### src/rtl/stopwatch_pkg.sv
// Shared state encoding for the stopwatch control block.
package stopwatch_pkg;

  localparam int STATE_W = 2;

  typedef enum logic [STATE_W-1:0] {
    ST_IDLE  = 2'd0,
    ST_RUN   = 2'd1,
    ST_LAP   = 2'd2,
    ST_PAUSE = 2'd3
  } state_e;

  // The counter keeps running while the display is frozen in LAP.
  function automatic logic is_running(input state_e s);
    return (s == ST_RUN) || (s == ST_LAP);
  endfunction

endpackage

### src/rtl/btn_edge_lockout.sv
// Rising-edge press detector with a post-press lockout window for debounce.
module btn_edge_lockout #(
  parameter int LOCKOUT_CYC = 1_000_000
) (
  input  logic Clk,
  input  logic Reset,
  input  logic Btn,
  output logic Press
);

  localparam int              LW   = $clog2(LOCKOUT_CYC + 1);
  localparam logic [LW-1:0]   LOAD = LW'(LOCKOUT_CYC);

  logic          btn_q;
  logic [LW-1:0] lockout;

  // Combinational so the FSM can act on the same edge that first samples the press.
  assign Press = Btn & ~btn_q & (lockout == '0);

  always_ff @(posedge Clk) begin
    // NOTE: sequential state uses non-blocking assignments so every register
    // samples pre-edge values regardless of statement order.
    if (Reset) begin
      btn_q   <= 1'b0;
      lockout <= '0;
    end else begin
      btn_q <= Btn;
      if (Press) begin
        lockout <= LOAD;
      end else if (lockout != '0) begin
        lockout <= lockout - LW'(1);
      end
    end
  end

endmodule

### src/rtl/stopwatch_ctrl.sv
// Stopwatch control: button commands, run/lap/pause FSM and count-enable timebase.
module stopwatch_ctrl
  import stopwatch_pkg::*;
#(
  parameter int CLK_HZ      = 100_000_000,
  parameter int TICK_HZ     = 100,
  parameter int LOCKOUT_CYC = 1_000_000
) (
  input  logic               Clk,
  input  logic               Reset,
  input  logic               BtnSS,
  input  logic               BtnLC,
  output logic               Tick,
  output logic               CountClr,
  output logic               LapHold,
  output logic               Running,
  output logic [STATE_W-1:0] State
);

  localparam int            DIV       = CLK_HZ / TICK_HZ;
  localparam int            PW        = $clog2(DIV);
  localparam logic [PW-1:0] PRESC_MAX = PW'(DIV - 1);

  state_e        state, state_nxt;
  logic [PW-1:0] presc, presc_nxt;
  logic          tick_nxt, clr_nxt;
  logic          ss_press, lc_press;

  btn_edge_lockout #(.LOCKOUT_CYC(LOCKOUT_CYC)) u_ss (
    .Clk   (Clk),
    .Reset (Reset),
    .Btn   (BtnSS),
    .Press (ss_press)
  );

  btn_edge_lockout #(.LOCKOUT_CYC(LOCKOUT_CYC)) u_lc (
    .Clk   (Clk),
    .Reset (Reset),
    .Btn   (BtnLC),
    .Press (lc_press)
  );

  always_comb begin
    // NOTE: every output of this block gets a default first so no path leaves
    // a signal unassigned, which would infer a latch.
    state_nxt = state;
    clr_nxt   = 1'b0;
    presc_nxt = presc;
    tick_nxt  = 1'b0;

    // Start/Stop wins over Lap/Clear when both arrive in the same cycle.
    unique case (state)
      ST_IDLE: begin
        if (ss_press) begin
          state_nxt = ST_RUN;
        end else if (lc_press) begin
          clr_nxt = 1'b1;
        end
      end
      ST_RUN: begin
        if (ss_press)      state_nxt = ST_PAUSE;
        else if (lc_press) state_nxt = ST_LAP;
      end
      ST_LAP: begin
        if (ss_press)      state_nxt = ST_PAUSE;
        else if (lc_press) state_nxt = ST_RUN;
      end
      ST_PAUSE: begin
        if (ss_press) begin
          state_nxt = ST_RUN;
        end else if (lc_press) begin
          state_nxt = ST_IDLE;
          clr_nxt   = 1'b1;
        end
      end
      default: state_nxt = ST_IDLE;
    endcase

    // Timebase follows the state held during the cycle, so the first tick after
    // leaving IDLE lands exactly DIV edges later and PAUSE keeps the partial count.
    if (state == ST_IDLE) begin
      presc_nxt = '0;
    end else if (is_running(state)) begin
      if (presc == PRESC_MAX) begin
        presc_nxt = '0;
        tick_nxt  = 1'b1;
      end else begin
        presc_nxt = presc + PW'(1);
      end
    end
  end

  always_ff @(posedge Clk) begin
    if (Reset) begin
      state    <= ST_IDLE;
      presc    <= '0;
      Tick     <= 1'b0;
      CountClr <= 1'b0;
      LapHold  <= 1'b0;
      Running  <= 1'b0;
    end else begin
      state    <= state_nxt;
      presc    <= presc_nxt;
      Tick     <= tick_nxt;
      CountClr <= clr_nxt;
      LapHold  <= (state_nxt == ST_LAP);
      Running  <= is_running(state_nxt);
    end
  end

  assign State = state;

endmodule

### config.mk
export PLATFORM = sky130hd
export DESIGN_NAME = stopwatch_ctrl
export DESIGN_NICKNAME = d
export VERILOG_FILES = /design/src/rtl/stopwatch_pkg.sv /design/src/rtl/btn_edge_lockout.sv /design/src/rtl/stopwatch_ctrl.sv
export SDC_FILE = /design/constraint.sdc
export NUM_CORES = 1
export LEC_CHECK = 0
export BUFFER_PORTS_ARGS = -buffer_cell sky130_fd_sc_hd__buf_2
export CAP_MARGIN = 40
export CORE_MARGIN = 1
export CORE_UTILIZATION = 45
export DETAILED_ROUTE_END_ITERATION = 10
export PLACE_DENSITY = 0.63
export SLEW_MARGIN = 0
export SYNTH_ARGS = -nofsm -noshare
export SYNTH_HDL_FRONTEND = slang
export SYNTH_SLANG_ARGS = --single-unit
export TNS_END_PERCENT = 100
### constraint.sdc
create_clock -name Clk -period 4.3 [get_ports Clk]
set_input_delay 0.645 -clock Clk [delete_from_list [all_inputs] [get_ports Clk]]
set_output_delay 0.645 -clock Clk [all_outputs]
set_load 0.005 [all_outputs]
==> flow_summary.rst, run 1 <==
.. list-table::
   :header-rows: 1

   * - Metric
     - Value
   * - Outcome
     - completed
   * - Postcts setup bufs
     - 0
   * - H-tree depth
     - 3
   * - Die X
     - roughly 87 µm
   * - Ratio of final minimum period to clock period
     - between 70 and 80%
   * - Distinct cell type count after synthesis
     - 48
   * - Total clock buffers created by CTS
     - 9
   * - Clock transition time at the flip-flop clock pins of the worst setup and hold paths
     - around 70 ps
   * - Global placer's final weighted congestion
     - 0.847
   * - Bufs and invs on worst path
     - 0
   * - Setup repair after global routing missed its margin
     - false
   * - Top flip-flop cell by instance count after synthesis
     - sky130_fd_sc_hd__dfxtp_1
   * - Flip-flop and latch count after synthesis
     - between 60 and 70
   * - Logic depth of the worst setup path including buffers
     - 5
   * - Initial antenna violation count
     - 0
   * - Wire length reported by the detailed router
     - roughly 6.3 mm
   * - Share of cell area taken by muxes after synthesis
     - 1.26%
   * - Maximum number of buffers from clock root to sink
     - 2
   * - Row cnt
     - 30
   * - Post-synthesis compound-gate area fraction
     - roughly 12%
   * - Pins over their slew limit
     - 0
   * - Endpoint of the lowest-slack register-to-register path
     - u_ss.lockout[11]$_SDFFE_PP0N_
   * - Source-to-sink clock delay at the later pin of the worst-skew pair
     - 340 ps
   * - Fraction of final layout cells with drive strength greater than 1
     - under 10%
   * - Power density over cell area
     - ~740 nW/µm²
   * - Final cell count without fillers
     - 483
   * - Finished Cell Area
     - roughly 3500 µm²
   * - Worst-case clock skew
     - between 8 and 9 ps
   * - Hold Path Class
     - reg -> reg
   * - Number of max-cap violations
     - 0
   * - Longest individual stage delay on the worst path
     - slightly above 700 ps
   * - Count of port buffers added during placement
     - 9
   * - Antenna fix cells
     - 0
   * - Die Y
     - 87.3 µm
   * - Crit path to
     - u_ss.lockout[11]$_SDFFE_PP0N_
   * - Simple-gate share of the synthesized area
     - roughly 28%
   * - Count of endpoints failing hold in the final timing report
     - 0
   * - Critical Path Fanout Max
     - 14
   * - FMAX
     - roughly 330 MHz
   * - Fill count
     - between 600 and 700
   * - Net count after synthesis
     - about 390
   * - Vias per std cell
     - approximately 5.4
   * - Maximum number of pins on one net before global-route repair
     - 25
   * - Total of hold buffers inserted after clock tree synthesis
     - 0
   * - Share of async-settable or async-resettable flops after synthesis
     - 0%
   * - DRC violations left
     - 0
   * - Syn avg cell area
     - 8.65 µm²
   * - Clock sink count
     - slightly below 70
   * - Multi-input combinational cell area
     - approximately 1800 µm²
   * - Nets@finish
     - 395
   * - Total negative setup slack
     - 0 ps
   * - Combined flip-flop and latch cell area
     - between 1000 and 1500 µm²
   * - Critical Path, Cell by Cell
     - or4_1 -> nand3b_1 -> nor4b_4 -> or2_0 -> nor2_1
   * - # setup viols final
     - 0
   * - Global-route wire length before repair
     - approximately 11 mm
   * - Initial Utilization
     - between 40% and 50%
   * - Core Region
     - between 6000 and 7000 µm²
   * - Via count of the first global-routing pass
     - approximately 2400
   * - Max transition margin
     - about two fifths
   * - Die Outline Area
     - around 7600 µm²
   * - Final routed wire length divided by cell count
     - 13.0 µm
   * - Cell area after placement
     - 3350 µm²
   * - Root cell of the clock tree
     - sky130_fd_sc_hd__clkbuf_8
   * - Launching instance or port of the critical path
     - u_ss.lockout[16]$_SDFFE_PP0P_
   * - Start-to-end type of the worst setup path
     - reg -> reg
   * - DR vias
     - between 2000 and 3000
   * - Mapped Cells
     - 378
   * - Number of cells on the worst reg-to-reg path
     - 5
   * - Dominant combinational cell family by area after synthesis
     - simple AND/OR/NAND/NOR gates
   * - CTS tree
     - built
   * - CP arrival
     - 3250 ps
   * - Worst-case vdd ir drop
     - 216 µV
   * - Gates resized, CTS repair
     - 0
   * - Cell Count Post-Placement
     - between 400 and 500
   * - Time the worst path needs with I/O delays and setup
     - approximately 3100 ps
   * - Yosys synthesis warning count
     - 0
   * - First-pass detailed-route iteration total
     - 4
   * - Post-synthesis cell area
     - ~3300 µm²
   * - Number of DRC markers after the initial detailed-route iteration
     - between 90 and 100
   * - Post-synth EDFFs
     - 0
   * - DP Wirelength
     - 4.44 mm
   * - FF-to-FF Start
     - u_ss.lockout[16]$_SDFFE_PP0P_
   * - Transition time at the pin with the least slew margin
     - between 900 and 1000 ps
   * - Dominant delay contributor by cell family on the critical path
     - simple AND/OR/NAND/NOR gates
   * - Worst Path Required
     - 4500 ps
   * - Category of the worst setup path launch point
     - flop
   * - Critical Path End Type
     - flop
   * - Leakage Power
     - roughly 1.3 nW
   * - Synth Area in Adders
     - under 10%
   * - R2R setup slack
     - around 1200 ps
   * - Fraction of synthesized cell area in xor and xnor cells
     - under 10%
   * - Top-Level Pins
     - 10
   * - GR Overflow Total
     - 0
   * - Setup ws final
     - ~1200 ps
   * - Post-DRT Antenna Nets
     - 0
   * - Total GRT Usage
     - a little under a fifth
   * - Area growth from synthesis to final layout
     - 8.34%
   * - Crit path max-delay cell type
     - sky130_fd_sc_hd__nor4b_4
   * - Proportion of synthesized chip area in sequential cells
     - between 40% and 50%
   * - Pre-CTS setup slack
     - 1260 ps
[cells by family after synthesis]
group           after synthesis
buf+inv                      28
flops                        68
fa+ha+maj                     9
xor+xnor                     37
compound gates               58
mux                           4
simple gates                174
[worst reg2reg max path: stages, from the launching register on]
cell and delay, ps:
sky130_fd_sc_hd__dfxtp_1 350, sky130_fd_sc_hd__or4_1 580, sky130_fd_sc_hd__nand3b_1 430, sky130_fd_sc_hd__nor4b_4 720
sky130_fd_sc_hd__or2_0 700, sky130_fd_sc_hd__nor2_1 120
[state kept, by name (all words and copies together), names as in the netlist]
signal	count
u_lc.lockout	20
u_ss.lockout	20
LapHold	1
u_ss.btn_q	1
Running	1
Tick	1
u_lc.btn_q	1
presc	20
State	2
CountClr	1
[metrics by stage]
| stage | hold WS, ps | utilization, % | power [mW] |
|---|---|---|---|
| floorplan | 442 | - | 1.93 |
| global placement | 468 | 48.6 | 2.11 |
| detailed placement | 470 | 48.6 | 2.12 |
| CTS | 482 | 51.3 | 2.63 |
| global route | 517 | 51.3 | 2.85 |
| finish | 481 | 51.3 | 2.62 |
[cells in the mapped netlist (4+ instances only)]
master | count | area [µm²]
sky130_fd_sc_hd__nand3_1 | 14 | 70.1
sky130_fd_sc_hd__nor2_1 | 65 | 244
sky130_fd_sc_hd__nor3_1 | 17 | 85.1
sky130_fd_sc_hd__nor4_1 | 14 | 87.6
sky130_fd_sc_hd__ha_1 | 9 | 113
sky130_fd_sc_hd__xnor2_1 | 14 | 123
sky130_fd_sc_hd__nor2b_1 | 8 | 50.1
sky130_fd_sc_hd__a211oi_1 | 13 | 97.6
sky130_fd_sc_hd__nand2b_1 | 4 | 25.0
sky130_fd_sc_hd__clkbuf_1 | 9 | 33.8
sky130_fd_sc_hd__inv_1 | 12 | 45.0
sky130_fd_sc_hd__o211ai_1 | 4 | 30.0
sky130_fd_sc_hd__nand4_1 | 9 | 56.3
sky130_fd_sc_hd__o21ai_0 | 8 | 40.0
sky130_fd_sc_hd__xor2_1 | 23 | 201
sky130_fd_sc_hd__nand2_1 | 12 | 45.0
sky130_fd_sc_hd__dfxtp_1 | 68 | 1360
sky130_fd_sc_hd__or3_1 | 5 | 31.3
sky130_fd_sc_hd__and3_1 | 6 | 37.5
sky130_fd_sc_hd__a311oi_1 | 7 | 61.3
sky130_fd_sc_hd__a21oi_1 | 12 | 60.1
[layout by cell type (no fill, tap or decap), types with 2 or more instances in the layout]
cell                          n
sky130_fd_sc_hd__a211oi_1    13
sky130_fd_sc_hd__a21o_1       3
sky130_fd_sc_hd__a21oi_1     12
sky130_fd_sc_hd__a311oi_1     7
sky130_fd_sc_hd__a31o_2       2
sky130_fd_sc_hd__and2_1       2
sky130_fd_sc_hd__and3_1       6
sky130_fd_sc_hd__and4_1       3
sky130_fd_sc_hd__buf_2        9
sky130_fd_sc_hd__clkbuf_8    12
sky130_fd_sc_hd__clkinvlp_4   2
sky130_fd_sc_hd__dfxtp_1     68
sky130_fd_sc_hd__ha_1         9
sky130_fd_sc_hd__inv_1       12
sky130_fd_sc_hd__mux2i_1      3
sky130_fd_sc_hd__nand2_1     12
sky130_fd_sc_hd__nand2b_1     4
sky130_fd_sc_hd__nand3_1     14
sky130_fd_sc_hd__nand4_1      9
sky130_fd_sc_hd__nor2_1      65
sky130_fd_sc_hd__nor2b_1      8
sky130_fd_sc_hd__nor3_1      17
sky130_fd_sc_hd__nor4_1      14
sky130_fd_sc_hd__nor4b_1      3
sky130_fd_sc_hd__o211ai_1     4
sky130_fd_sc_hd__o21a_1       2
sky130_fd_sc_hd__o21ai_0      8
sky130_fd_sc_hd__o31a_1       2
sky130_fd_sc_hd__o31ai_1      2
sky130_fd_sc_hd__or2_2        2
sky130_fd_sc_hd__or3_1        5
sky130_fd_sc_hd__or4_1        2
sky130_fd_sc_hd__xnor2_1     14
sky130_fd_sc_hd__xor2_1      23
[power by group]
group | switching [mW] | internal, mW | leakage, nW
registers | 0.149 | 0.783 | 0.554
clock network | 0.236 | 0.256 | 0.0917
logic | 0.710 | 0.484 | 0.619
total | 1.10 | 1.52 | 1.26
[layer usage]
| layer | global-route usage, % | vias to the layer above | share of wire [%] |
|---|---|---|---|
| met5 | 0 | - | 0 |
| met4 | 9.54 | 0 | 2.0 |
| met3 | 3.70 | 10 | 4.0 |
| met2 | 28.3 | 41 | 43 |
| met1 | 24.1 | 1211 | 51 |
| li1 | - | 1359 | - |
[layout make-up]
type	instances	share of cell area (%)
clock inverters	3	0.565
clock buffers	13	4.77
repair buffers	9	1.27
multi-input cells	282	50.3
inverters	12	1.27
flip-flops and latches	68	38.4
well taps	96	3.39
[how the worst min path moves through the flow]
stage | start | cells after the start | end
after detailed placement | u_ss.lockout[14]$_SDFFE_PP0P_ | 1 | u_ss.lockout[14]$_SDFFE_PP0P_
after CTS | u_ss.lockout[14]$_SDFFE_PP0P_ | 1 | u_ss.lockout[14]$_SDFFE_PP0P_
after global placement | u_ss.lockout[14]$_SDFFE_PP0P_ | 1 | u_ss.lockout[14]$_SDFFE_PP0P_
after floorplan | u_ss.lockout[14]$_SDFFE_PP0P_ | 1 | u_ss.lockout[14]$_SDFFE_PP0P_
final | u_ss.lockout[14]$_SDFFE_PP0P_ | 1 | u_ss.lockout[14]$_SDFFE_PP0P_
after global routing | u_ss.lockout[14]$_SDFFE_PP0P_ | 1 | u_ss.lockout[14]$_SDFFE_PP0P_
No activity file was read; power rests on OpenSTA's default activity.
==> inputs of run 2 (changes only) <==
--- a/config.mk
+++ b/config.mk
@@ -10,7 +10,7 @@
 export CORE_MARGIN = 1
 export CORE_UTILIZATION = 45
 export DETAILED_ROUTE_END_ITERATION = 10
-export PLACE_DENSITY = 0.63
+export PLACE_DENSITY = 0.65
 export SLEW_MARGIN = 0
 export SYNTH_ARGS = -nofsm -noshare
 export SYNTH_HDL_FRONTEND = slang
==> constraint.sdc (replaced) <==
create_clock -name Clk -period 2.5 [get_ports Clk]
set_input_delay 0.375 -clock Clk [delete_from_list [all_inputs] [get_ports Clk]]
set_output_delay 0.375 -clock Clk [all_outputs]
set_load 0.005 [all_outputs]
==> run 2 against run 1 <==
Effect of this change: first-iteration DRC count is 37% higher; total power rose by 87%; cell count grew 3.5%; worst setup slack got worse by 1100 ps; sequential power increased by 73%; worst hold slack lost 230 ps; critical path type unchanged; largest power group unchanged; highest routed layer unchanged.
==> flow_summary.rst, run 2 (synthesis results as in run 1) <==
.. list-table::
   :header-rows: 1

   * - Metric
     - Value
   * - Clock transition time at the flip-flop clock pins of the worst setup and hold paths
     - 80 ps (about the same)
   * - CP arrival
     - 2580 ps (-670 ps)
   * - Gates resized, CTS repair
     - 0 (unchanged)
   * - Pre-CTS setup slack
     - 138 ps (-1120 ps)
   * - Number of cells on the worst reg-to-reg path
     - 7 (+2)
   * - Multi-input combinational cell area
     - 1780 µm² (unchanged)
   * - Source-to-sink clock delay at the later pin of the worst-skew pair
     - 340 ps (about the same)
   * - DRC violations left
     - 0 (unchanged)
   * - Launching instance or port of the critical path
     - u_ss.lockout[3]$_SDFFE_PP0N_
   * - Cell Count Post-Placement
     - 484 (+3.6%)
   * - Nets@finish
     - 412 (+4.3%)
   * - Global placer's final weighted congestion
     - 0.833 (-1.7%)
   * - Row cnt
     - 30 (unchanged)
   * - Max transition margin
     - 56.7% (+18 points)
   * - Critical Path End Type
     - flop
   * - Transition time at the pin with the least slew margin
     - 645 ps (-262 ps)
   * - Fraction of final layout cells with drive strength greater than 1
     - 12.4% (+4.1 points)
   * - Setup repair after global routing missed its margin
     - false
   * - Outcome
     - completed
   * - Area growth from synthesis to final layout
     - 13.0%
   * - Hold Path Class
     - in -> reg
   * - Postcts setup bufs
     - 0 (unchanged)
   * - Crit path to
     - u_ss.lockout[1]$_SDFFE_PP0N_
   * - Post-DRT Antenna Nets
     - 0 (unchanged)
   * - Core Region
     - 6910 µm² (unchanged)
   * - FMAX
     - 421 MHz (+29%)
   * - Antenna fix cells
     - 0 (unchanged)
   * - Number of DRC markers after the initial detailed-route iteration
     - 125 (+37%)
   * - Time the worst path needs with I/O delays and setup
     - 2380 ps (-679 ps)
   * - GR Overflow Total
     - 0 (unchanged)
   * - Global-route wire length before repair
     - 11.4 mm (+5.6%)
   * - CTS tree
     - built
   * - Worst-case vdd ir drop
     - 420 µV (+94%)
   * - End-of-flow core utilization
     - 53.5% (+2.2 points)
   * - Top-Level Pins
     - 10 (unchanged)
   * - Start-to-end type of the worst setup path
     - reg -> reg
   * - Total of hold buffers inserted after clock tree synthesis
     - 0 (unchanged)
   * - Pins over their slew limit
     - 0 (unchanged)
   * - Wire length reported by the detailed router
     - 6.54 mm (+4.6%)
   * - Die Outline Area
     - 7610 µm² (unchanged)
   * - Power density over cell area
     - 1330 nW/µm² (+80%)
   * - Maximum number of pins on one net before global-route repair
     - 25 (unchanged)
   * - Endpoint of the lowest-slack register-to-register path
     - u_ss.lockout[1]$_SDFFE_PP0N_
   * - Number of max-cap violations
     - 0 (unchanged)
   * - Critical Path Fanout Max
     - 14 (unchanged)
   * - Maximum number of buffers from clock root to sink
     - 2 (unchanged)
   * - DP Wirelength
     - 4.65 mm (+4.6%)
   * - Cell area after placement
     - 3480 µm² (+3.8%)
   * - Initial Utilization
     - 47.4% (unchanged)
   * - Most used cells in the layout excluding fill and tap cells
     - 68 x sky130_fd_sc_hd__dfxtp_1, 65 x sky130_fd_sc_hd__nor2_1, 23 x sky130_fd_sc_hd__xor2_1
   * - Clock sink count
     - 68 (unchanged)
   * - Total GRT Usage
     - 19.0% (+0.66 points)
   * - Total clock buffers created by CTS
     - 9 (unchanged)
   * - Via count of the first global-routing pass
     - 2502 (+4.6%)
   * - # setup viols final
     - 0 (unchanged)
   * - Die Y
     - 87.3 µm (unchanged)
   * - Setup ws final
     - 125 ps (-1120 ps)
   * - H-tree depth
     - 3 (unchanged)
   * - Overall power of the completed layout
     - 4.91 mW (+87%)
   * - Finished Cell Area
     - 3700 µm² (+4.3%)
   * - Initial antenna violation count
     - 0 (unchanged)
   * - Leakage Power
     - 1.36 nW (+7.9%)
   * - FF-to-FF Start
     - u_ss.lockout[3]$_SDFFE_PP0N_
   * - Ratio of final minimum period to clock period
     - 95.0% (+24 points)
   * - Worst hold slack across all endpoints
     - 255 ps (-226 ps)
   * - DR vias
     - 2713 (+3.5%)
   * - Fill count
     - 674 (-3.2%)
   * - Worst Path Required
     - 2710 ps (-1790 ps)
   * - Count of endpoints failing hold in the final timing report
     - 0 (unchanged)
   * - Final routed wire length divided by cell count
     - 13.1 µm (+1.0%)
   * - Combined flip-flop and latch cell area
     - 1360 µm² (unchanged)
   * - Count of port buffers added during placement
     - 9 (unchanged)
   * - Vias per std cell
     - 5.43 (about the same)
   * - Worst-case clock skew
     - 12.8 ps (+4.44 ps)
   * - Die X
     - 87.3 µm (unchanged)
   * - First-pass detailed-route iteration total
     - 4 (unchanged)
   * - R2R setup slack
     - 120 ps (-1120 ps)
   * - Biggest registers after layout
     - presc (20), u_lc.lockout (20), u_ss.lockout (20)
   * - Leading cell type in the layout, fill and taps excluded
     - sky130_fd_sc_hd__dfxtp_1
   * - Final cell count without fillers
     - 500 (+3.5%)
   * - Total negative setup slack
     - 0 ps (unchanged)
   * - Root cell of the clock tree
     - sky130_fd_sc_hd__clkbuf_8
   * - Category of the worst setup path launch point
     - flop
==> run 2: changes by cell type in the layout (fill, tap and decap cells not counted), sizes merged <==
cell / change
buf: +17
clkbuf: -4
clkinv: +3
bufinv: +2
clkinvlp: -1
==> run 2: per-layer routing <==
layer / part of all wire, % / track usage [%] / routed length (µm)
met1: 52 / 26.3 / 3410
met4: 2.1 / 8.79 / 138
met3: 3.4 / 3.89 / 224
met5: 0 / 0 / 0
met2: 42 / 28.3 / 2770
==> run 2: report_power, final <==
part	internal [mW]	switching (mW)
registers	1.35	0.258
clock network	0.558	0.426
logic	1.03	1.30
total	2.93	1.98
==> run 2: worst min-delay path by stage <==
| stage | start | endpoint | slack (ps) | depth (start not counted) |
|---|---|---|---|---|
| finish | BtnLC | u_lc.btn_q$_SDFF_PP0_ | 250 | 2 |
| global route | BtnLC | u_lc.btn_q$_SDFF_PP0_ | 250 | 2 |
| CTS | BtnLC | u_lc.btn_q$_SDFF_PP0_ | 250 | 2 |
| detailed placement | u_ss.lockout[14]$_SDFFE_PP0P_ | u_ss.lockout[14]$_SDFFE_PP0P_ | 480 | 1 |
| global placement | u_ss.lockout[6]$_SDFFE_PP0P_ | u_ss.lockout[6]$_SDFFE_PP0P_ | 480 | 1 |
| floorplan | u_ss.lockout[14]$_SDFFE_PP0P_ | u_ss.lockout[14]$_SDFFE_PP0P_ | 440 | 1 |
==> run 2: cell type report <==
| cell class | instances | area share (%) |
|---|---|---|
| Sequential cell | 68 | 36.8 |
| Timing Repair Buffer | 26 | 4.67 |
| Clock inverter | 7 | 2.47 |
| Inverter | 12 | 1.22 |
| Clock buffer | 9 | 3.35 |
| Tap cell | 96 | 3.25 |
| Multi-Input combinational cell | 282 | 48.2 |
==> run 2: worst max-delay path: stages (launching register included) <==
cell                       delay, ps
sky130_fd_sc_hd__dfxtp_1         350
sky130_fd_sc_hd__or4_4           550
sky130_fd_sc_hd__or3_1           420
sky130_fd_sc_hd__nor4b_4         320
sky130_fd_sc_hd__buf_4           220
sky130_fd_sc_hd__or2_0           120
sky130_fd_sc_hd__buf_4           200
sky130_fd_sc_hd__a211oi_1         70
